**config.mk**
```make
export PLATFORM = sky130hd
export DESIGN_NAME = fetch_unit
export DESIGN_NICKNAME = d
export VERILOG_FILES = /design/src/rtl/fetch_unit.sv
export SDC_FILE = /design/constraint.sdc
export NUM_CORES = 1
export LEC_CHECK = 0
export CORE_AREA = 2 2 88 90
export DETAILED_ROUTE_END_ITERATION = 10
export DIE_AREA = 0 0 90 92
export GPL_TIMING_DRIVEN = 1
export PLACE_DENSITY = 0.78
export SYNTH_ARGS = -nofsm -noshare
export SYNTH_HDL_FRONTEND = slang
export SYNTH_SLANG_ARGS = --single-unit
```
**constraint.sdc**
```tcl
create_clock -name clk -period 2.4 [get_ports clk]
set_input_delay 0.48 -clock clk [delete_from_list [all_inputs] [get_ports clk]]
set_output_delay 0.48 -clock clk [all_outputs]
set_load 0.03 [all_outputs]
```
**src/rtl/fetch_unit.sv**
```systemverilog
// Instruction/operand fetch responder: owns the 16-bit PC, runs the ROM read
// handshake, and serves PC byte reads/loads toward the controller's data bus.
module fetch_unit #(
    parameter logic [15:0] RESET_PC = 16'h0000,
    parameter int unsigned TIMEOUT  = 15
) (
    input  logic        clk,
    input  logic        rst,
    input  logic        fetch_req,
    input  logic        fetch_kind,
    input  logic        rom_ready,
    input  logic [7:0]  rom_data,
    output logic [15:0] rom_addr,
    output logic        rom_cs,
    output logic        rom_rd,
    output logic [7:0]  instruction,
    output logic        instr_valid,
    output logic [7:0]  operand,
    output logic        operand_valid,
    input  logic        pch_load,
    input  logic        pcl_load,
    input  logic [7:0]  bus_in,
    input  logic        pch_bus,
    input  logic        pcl_bus,
    output logic [7:0]  bus_out,
    output logic        bus_out_en,
    output logic        busy,
    output logic        fetch_err
);

    localparam logic [2:0] S_IDLE = 3'd0;
    localparam logic [2:0] S_ADDR = 3'd1;
    localparam logic [2:0] S_WAIT = 3'd2;
    localparam logic [2:0] S_DONE = 3'd3;
    localparam logic [2:0] S_ERR  = 3'd4;

    localparam logic [7:0] TIMEOUT_C = 8'(TIMEOUT);

    logic [2:0]  state_q, state_d;
    logic [15:0] pc_q, pc_d;
    logic [15:0] rom_addr_q, rom_addr_d;
    logic        kind_q, kind_d;
    logic [7:0]  cnt_q, cnt_d;
    logic [7:0]  instruction_q, instruction_d;
    logic [7:0]  operand_q, operand_d;
    logic        rom_cs_q, rom_cs_d;
    logic        rom_rd_q, rom_rd_d;
    logic        instr_valid_q, instr_valid_d;
    logic        operand_valid_q, operand_valid_d;
    logic        fetch_err_q, fetch_err_d;

    // Next-state, PC and capture logic for the fetch handshake.
    always_comb begin
        state_d         = state_q;
        pc_d            = pc_q;
        rom_addr_d      = rom_addr_q;
        kind_d          = kind_q;
        cnt_d           = cnt_q;
        instruction_d   = instruction_q;
        operand_d       = operand_q;
        instr_valid_d   = 1'b0;
        operand_valid_d = 1'b0;
        fetch_err_d     = 1'b0;
        case (state_q)
            S_IDLE: begin
                // Loads land first so a same-cycle fetch addresses the new PC.
                if (pch_load) begin
                    pc_d[15:8] = bus_in;
                end else begin
                    pc_d[15:8] = pc_q[15:8];
                end
                if (pcl_load) begin
                    pc_d[7:0] = bus_in;
                end else begin
                    pc_d[7:0] = pc_q[7:0];
                end
                if (fetch_req) begin
                    kind_d     = fetch_kind;
                    rom_addr_d = pc_d;
                    cnt_d      = 8'd0;
                    state_d    = S_ADDR;
                end else begin
                    state_d    = S_IDLE;
                end
            end
            S_ADDR: begin
                state_d = S_WAIT;
            end
            S_WAIT: begin
                if (rom_ready) begin
                    if (kind_q) begin
                        operand_d       = rom_data;
                        operand_valid_d = 1'b1;
                    end else begin
                        instruction_d   = rom_data;
                        instr_valid_d   = 1'b1;
                    end
                    pc_d    = pc_q + 16'd1;
                    state_d = S_DONE;
                end else begin
                    cnt_d = cnt_q + 8'd1;
                    if (cnt_d == TIMEOUT_C) begin
                        fetch_err_d = 1'b1;
                        state_d     = S_ERR;
                    end else begin
                        state_d     = S_WAIT;
                    end
                end
            end
            S_DONE: begin
                state_d = S_IDLE;
            end
            S_ERR: begin
                state_d = S_IDLE;
            end
            default: begin
                state_d = S_IDLE;
            end
        endcase
        rom_cs_d = (state_d == S_ADDR) || (state_d == S_WAIT);
        rom_rd_d = (state_d == S_WAIT);
    end

    // State and output registers with asynchronous reset.
    always_ff @(posedge clk or posedge rst) begin
        if (rst) begin
            state_q         <= S_IDLE;
            pc_q            <= RESET_PC;
            rom_addr_q      <= 16'h0000;
            kind_q          <= 1'b0;
            cnt_q           <= 8'd0;
            instruction_q   <= 8'h00;
            operand_q       <= 8'h00;
            rom_cs_q        <= 1'b0;
            rom_rd_q        <= 1'b0;
            instr_valid_q   <= 1'b0;
            operand_valid_q <= 1'b0;
            fetch_err_q     <= 1'b0;
        end else begin
            state_q         <= state_d;
            pc_q            <= pc_d;
            rom_addr_q      <= rom_addr_d;
            kind_q          <= kind_d;
            cnt_q           <= cnt_d;
            instruction_q   <= instruction_d;
            operand_q       <= operand_d;
            rom_cs_q        <= rom_cs_d;
            rom_rd_q        <= rom_rd_d;
            instr_valid_q   <= instr_valid_d;
            operand_valid_q <= operand_valid_d;
            fetch_err_q     <= fetch_err_d;
        end
    end

    // PC byte mux toward the data bus; high byte wins when both strobes are up.
    always_comb begin
        if (pch_bus) begin
            bus_out = pc_q[15:8];
        end else if (pcl_bus) begin
            bus_out = pc_q[7:0];
        end else begin
            bus_out = 8'h00;
        end
    end

    assign bus_out_en    = pch_bus | pcl_bus;
    assign busy          = (state_q != S_IDLE);
    assign rom_addr      = rom_addr_q;
    assign rom_cs        = rom_cs_q;
    assign rom_rd        = rom_rd_q;
    assign instruction   = instruction_q;
    assign instr_valid   = instr_valid_q;
    assign operand       = operand_q;
    assign operand_valid = operand_valid_q;
    assign fetch_err     = fetch_err_q;

endmodule
```
Yosys cells after proc, flatten, opt, wreduce, memory -nomap -nowiden
Cells that the tools add are included.
{"block": "classes", "addsub": 2, "eq_ne": 8, "muxes": 22, "n_bitwise": 2, "reduce_logical": 9}
{"cell": "8-bit 2-to-1 mux", "n": 6}
{"cell": "16-bit case mux with 2 select lines", "n": 1}
{"cell": "16-bit by 1-bit adder with 16-bit output, second input constant", "n": 1}
{"cell": "16-bit 2-to-1 mux", "n": 1}
{"cell": "8-bit case mux with 2 select lines", "n": 1}
{"cell": "1-bit 2-to-1 mux", "n": 10}
{"cell": "3-bit case mux with 3 select lines", "n": 1}
{"cell": "3-bit AND reduction", "n": 3}
{"cell": "8-bit by 1-bit adder with 8-bit output, second input constant", "n": 1}
{"cell": "8-bit by 4-bit equality test with 1-bit output, second input constant", "n": 1}
{"cell": "3-bit by 1-bit equality test with 1-bit output, second input constant", "n": 2}
{"cell": "3-bit by 2-bit equality test with 1-bit output, second input constant", "n": 2}
{"cell": "3-bit 2-to-1 mux", "n": 2}
{"cell": "2-bit inequality test, second input constant", "n": 3}
{"cell": "2-bit AND reduction", "n": 2}
{"cell": "3-bit zero test", "n": 1}
{"cell": "3-bit nonzero test", "n": 1}
{"cell": "2-bit nonzero test", "n": 1}
{"cell": "1-bit logical OR", "n": 1}
{"cell": "1-bit NOT", "n": 1}
{"cell": "1-bit OR", "n": 1}
{"block": "totals", "regBits": 65, "output_inout_bits": 47, "word_cells": 55}

Depth between registers and ports, before layout
{"block": "depth", "ltp_word": 7, "mapped_depth": 7, "ltp_nobuf": 6}

Worst setup path before layout
Ideal clock, no wire load.
{"block": "synth_timing", "path_kind": "in2out", "startpoint": "input port pcl_bus", "endpoint": "output port bus_out[0]", "arrival_ns": 1.460, "required_ns": 1.920, "setup_slack_ns": 0.460, "path_stages": 3, "path_buffers": 1, "cell_sequence": "clkbuf_1 -> nand2_1 -> o21ai_0"}
{"block": "synth_between", "elab_chain_len": 2}
{"element": "from (decl)", "line_no": "24", "rtl": "input logic pcl_bus,"}
{"element": "8-bit 2-to-1 mux", "line_no": "159", "rtl": "end else if (pcl_bus) begin"}
{"element": "8-bit 2-to-1 mux", "line_no": "157", "rtl": "if (pch_bus) begin"}
{"element": "to (decl)", "line_no": "25", "rtl": "output logic [7:0] bus_out,"}
Every way passes these cells.

Final worst setup path
{"block": "layout_timing", "startpoint": "input port pcl_bus", "endpoint": "output port bus_out_en"}
{"block": "layout_between", "elab_chain_len": 1}
{"element": "1-bit OR", "line_no": "166", "rtl": "assign bus_out_en = pch_bus | pcl_bus;"}
{"element": "to (decl)", "line_no": "26", "rtl": "output logic bus_out_en,"}
Every way passes these cells.

==> impl_metrics.json <==
{
  "synth-compound-area-share": 0.171,
  "cp.depth": 3,
  "routed-via-count": 2923,
  "final_area_um2": 4380,
  "core-area_um2": 7450,
  "power_frac_comb": 0.496,
  "syn_to_final_growth_pct": 30.8,
  "antenna_found_initial": 0,
  "grt_max_degree": 37,
  "grt_pass1_vias": 2704,
  "status": "completed",
  "reg2regPathDepth": 5,
  "start_util": 0.450,
  "hold_viol_final": 0,
  "numCtsBuffers": 9,
  "cp-start-kind": "input pin",
  "die_height_um": 92,
  "post_synth_main_area_contributors": "dfrtp_1, nand2_1, o21ai_0, mux2_2, mux2i_1",
  "avgViaCountPerCell": 5.46,
  "place_area_um2": 4180,
  "crit_top_cell": "clkdlybuf4s50_1",
  "synth_top_cell_area_share": 0.485,
  "async_reset_ff_frac": 1.00,
  "nets": 456,
  "synth_fa_ha_area_frac": 0.0112,
  "worst-r2r-setup-slack_ns": 0.38,
  "detail-route-antenna-nets": 0,
  "rsz0062_at_grt": "false",
  "grt_pass1_wl_mm": 13.3,
  "synth_xor_area_frac": 0.0105,
  "yosys.area_share.simple": 0.187,
  "yosys_warnings": 0,
  "vdd_drop_max_mv": 0.500,
  "p_seq_frac": 0.345,
  "grt_overflow": 0,
  "cp_top_family": "buffers and inverters",
  "crit_type": "in -> out",
  "ctsHoldBuffers": 0,
  "finalPower_uw": 5960,
  "met3_usage": 0.0534,
  "fp-row-count": 32,
  "worstMarginPinSlew_ns": 0.572,
  "synth_top_family_by_area": "simple AND/OR/NAND/NOR gates",
  "n_antenna_cell": 0,
  "die_x_um": 90,
  "yosysTopAreaCell": "dfrtp_1",
  "clk_pin_slew_worst_paths_ns": 0.08,
  "min_period_ns": 2.26,
  "met2_usage": 0.315,
  "syn_avg_cell_area_um2": 9.47,
  "dr.pass1.iters": 4,
  "cp_cell_sequence": "clkdlybuf4s50_1, or2_2, clkdlybuf4s50_1",
  "crit_buf_inv": 2,
  "end_kind": "output port",
  "fmaxAchievable_mhz": 442,
  "synth_edf_count": 0,
  "syn_area_um2": 3350,
  "critPathSlowestCell": "clkdlybuf4s50_1",
  "ios": 72,
  "grt_util_met1": 0.277,
  "arrival_ns": 1.78,
  "fin_skew_ns": 0.0163,
  "cts.sinks": 65,
  "r2r-end": "cnt_q[2]$_DFFE_PP0P_",
  "ys_ff_latch": 65,
  "cts_tree": "built",
  "drt_iter0_drc": 233,
  "power_per_cell_area_nw_per_um2": 1360,
  "relSlewSlack": 0.619,
  "hpwl_mm": 5.97,
  "syn_inst": 354,
  "tns_ns": 0,
  "synth_common_cells": "dfrtp_1, nand2_1, o21ai_0",
  "drive_gt1_frac": 0.150,
  "maxCapViolations": 0,
  "finalWeightedCongestion": 0.925,
  "wire_per_inst_um": 15.2,
  "cp_max_fo": 2,
  "synth_cell_types": 50,
  "p_sw_frac": 0.444,
  "drc": 0,
  "muxShareOfSynthArea": 0.0986,
  "clk_path_buf_depth": 2,
  "fin_crit_sh": 0.943,
  "post-synth-top-count-cell": "dfrtp_1",
  "max_stage_delay_ns": 0.59,
  "p_leak_uw": 0.00191,
  "seq_area_frac_synth": 0.485,
  "wl_mm": 8.13,
  "h-tree-depth": 3,
  "p_switching_uw": 2650,
  "dieArea_um2": 8280,
  "setup_viol": 0,
  "hold_path_class": "in -> async",
  "slew_violations": 0,
  "p_int_uw": 3310,
  "portBuffers": 71,
  "synth_ff_type": "dfrtp_1",
  "grt_usage": 0.202,
  "busiest_layer": "met2",
  "r2r_start": "state_q[1]$_DFF_PP0_",
  "clkPwrFrac": 0.159,
  "clock_latency_ns": 0.35,
  "synth_nets": 382,
  "postCtsSetupRepairBufs": 0,
  "ctsResizeCount": 0,
  "required_ns": 1.92,
  "cts_root_buffer": "clkbuf_8"
}
-- worst max-delay path by stage --
stage	from	endpoint	slack, ns
after floorplan	rst	cnt_q[0]$_DFFE_PP0P_	0.29
after global placement	pcl_bus	bus_out_en	0.14
after detailed placement	pcl_bus	bus_out_en	0.13
after CTS	state_q[1]$_DFF_PP0_	busy	0.12
after global routing	state_q[1]$_DFF_PP0_	busy	0.04
final	pcl_bus	bus_out_en	0.14
-- cells by family after synthesis --
| kind of cell | count (synthesis) |
|---|---|
| flops | 65 |
| mux | 31 |
| compound gates | 96 |
| fa+ha+maj | 3 |
| simple gates | 129 |
| xor+xnor | 4 |
| buf+inv | 26 |
-- worst reg2reg max path: cells and delay by family (launching register included) --
family,cells,cell delay [ns]
compound gates,2,0.26
flops,1,0.52
simple gates,3,1.13
-- metrics by stage --
step | cells | utilization | worst slack [ns] | hold WS, ns
2_1_floorplan | 354 | - | 0.294 | 0.476
3_3_place_gp | 519 | 0.562 | 0.144 | 0.464
3_5_place_dp | 519 | 0.562 | 0.131 | 0.471
4_1_cts | 535 | 0.588 | 0.118 | 0.370
5_1_grt | 535 | 0.588 | 0.0364 | 0.403
6_report | 535 | 0.588 | 0.138 | 0.369
-- cell usage in the layout (no fill, tap or decap), drive strengths merged, types with 3 or more instances in the layout --
master / n
nor3b: 3
dfrtp: 65
a21oi: 20
nor2: 27
xor2: 4
clkdlybuf4s50: 63
nand2: 60
a31oi: 6
buf: 19
clkinv: 3
mux2i: 15
clkbuf: 9
and3: 6
inv: 10
and4: 4
ha: 3
o21ai: 48
o22ai: 7
a311oi: 3
mux2: 16
nand3: 16
-- routing by layer --
| metal | up-vias | routed length [um] | share of wire |
|---|---|---|---|
| met5 | - | 0 | 0 |
| met4 | 0 | 155 | 0.019 |
| met3 | 14 | 487 | 0.060 |
| met2 | 93 | 3920 | 0.48 |
| met1 | 1399 | 3570 | 0.44 |
| li1 | 1417 | - | - |
-- state kept, by name, indices dropped and copies added, names as in the netlist --
name,cells
fetch_err,1
rom_cs,1
rom_addr,16
pc_q,16
rom_rd,1
operand,8
instr_valid,1
kind_q,1
operand_valid,1
cnt_q,8
instruction,8
state_q,3
-- layout make-up --
cell class,instances,area [um^2]
Inverter,7,26.3
Timing Repair Buffer,82,798
Tap cell,102,128
Multi-Input combinational cell,263,1600
Sequential cell,65,1630
Clock inverter,7,75.1
Clock buffer,9,124
Fill cell,664,3070
-- power groups by stage --
stage / registers (uW) / clock network [uW] / logic, uW
after floorplan: 2480 / 0 / 1420
after global placement: 2040 / 0 / 2900
after detailed placement: 2070 / 0 / 2950
after CTS: 2050 / 962 / 2960
after global routing: 2120 / 1010 / 3180
final: 2060 / 948 / 2950
(Power assumes the default switching activity.)
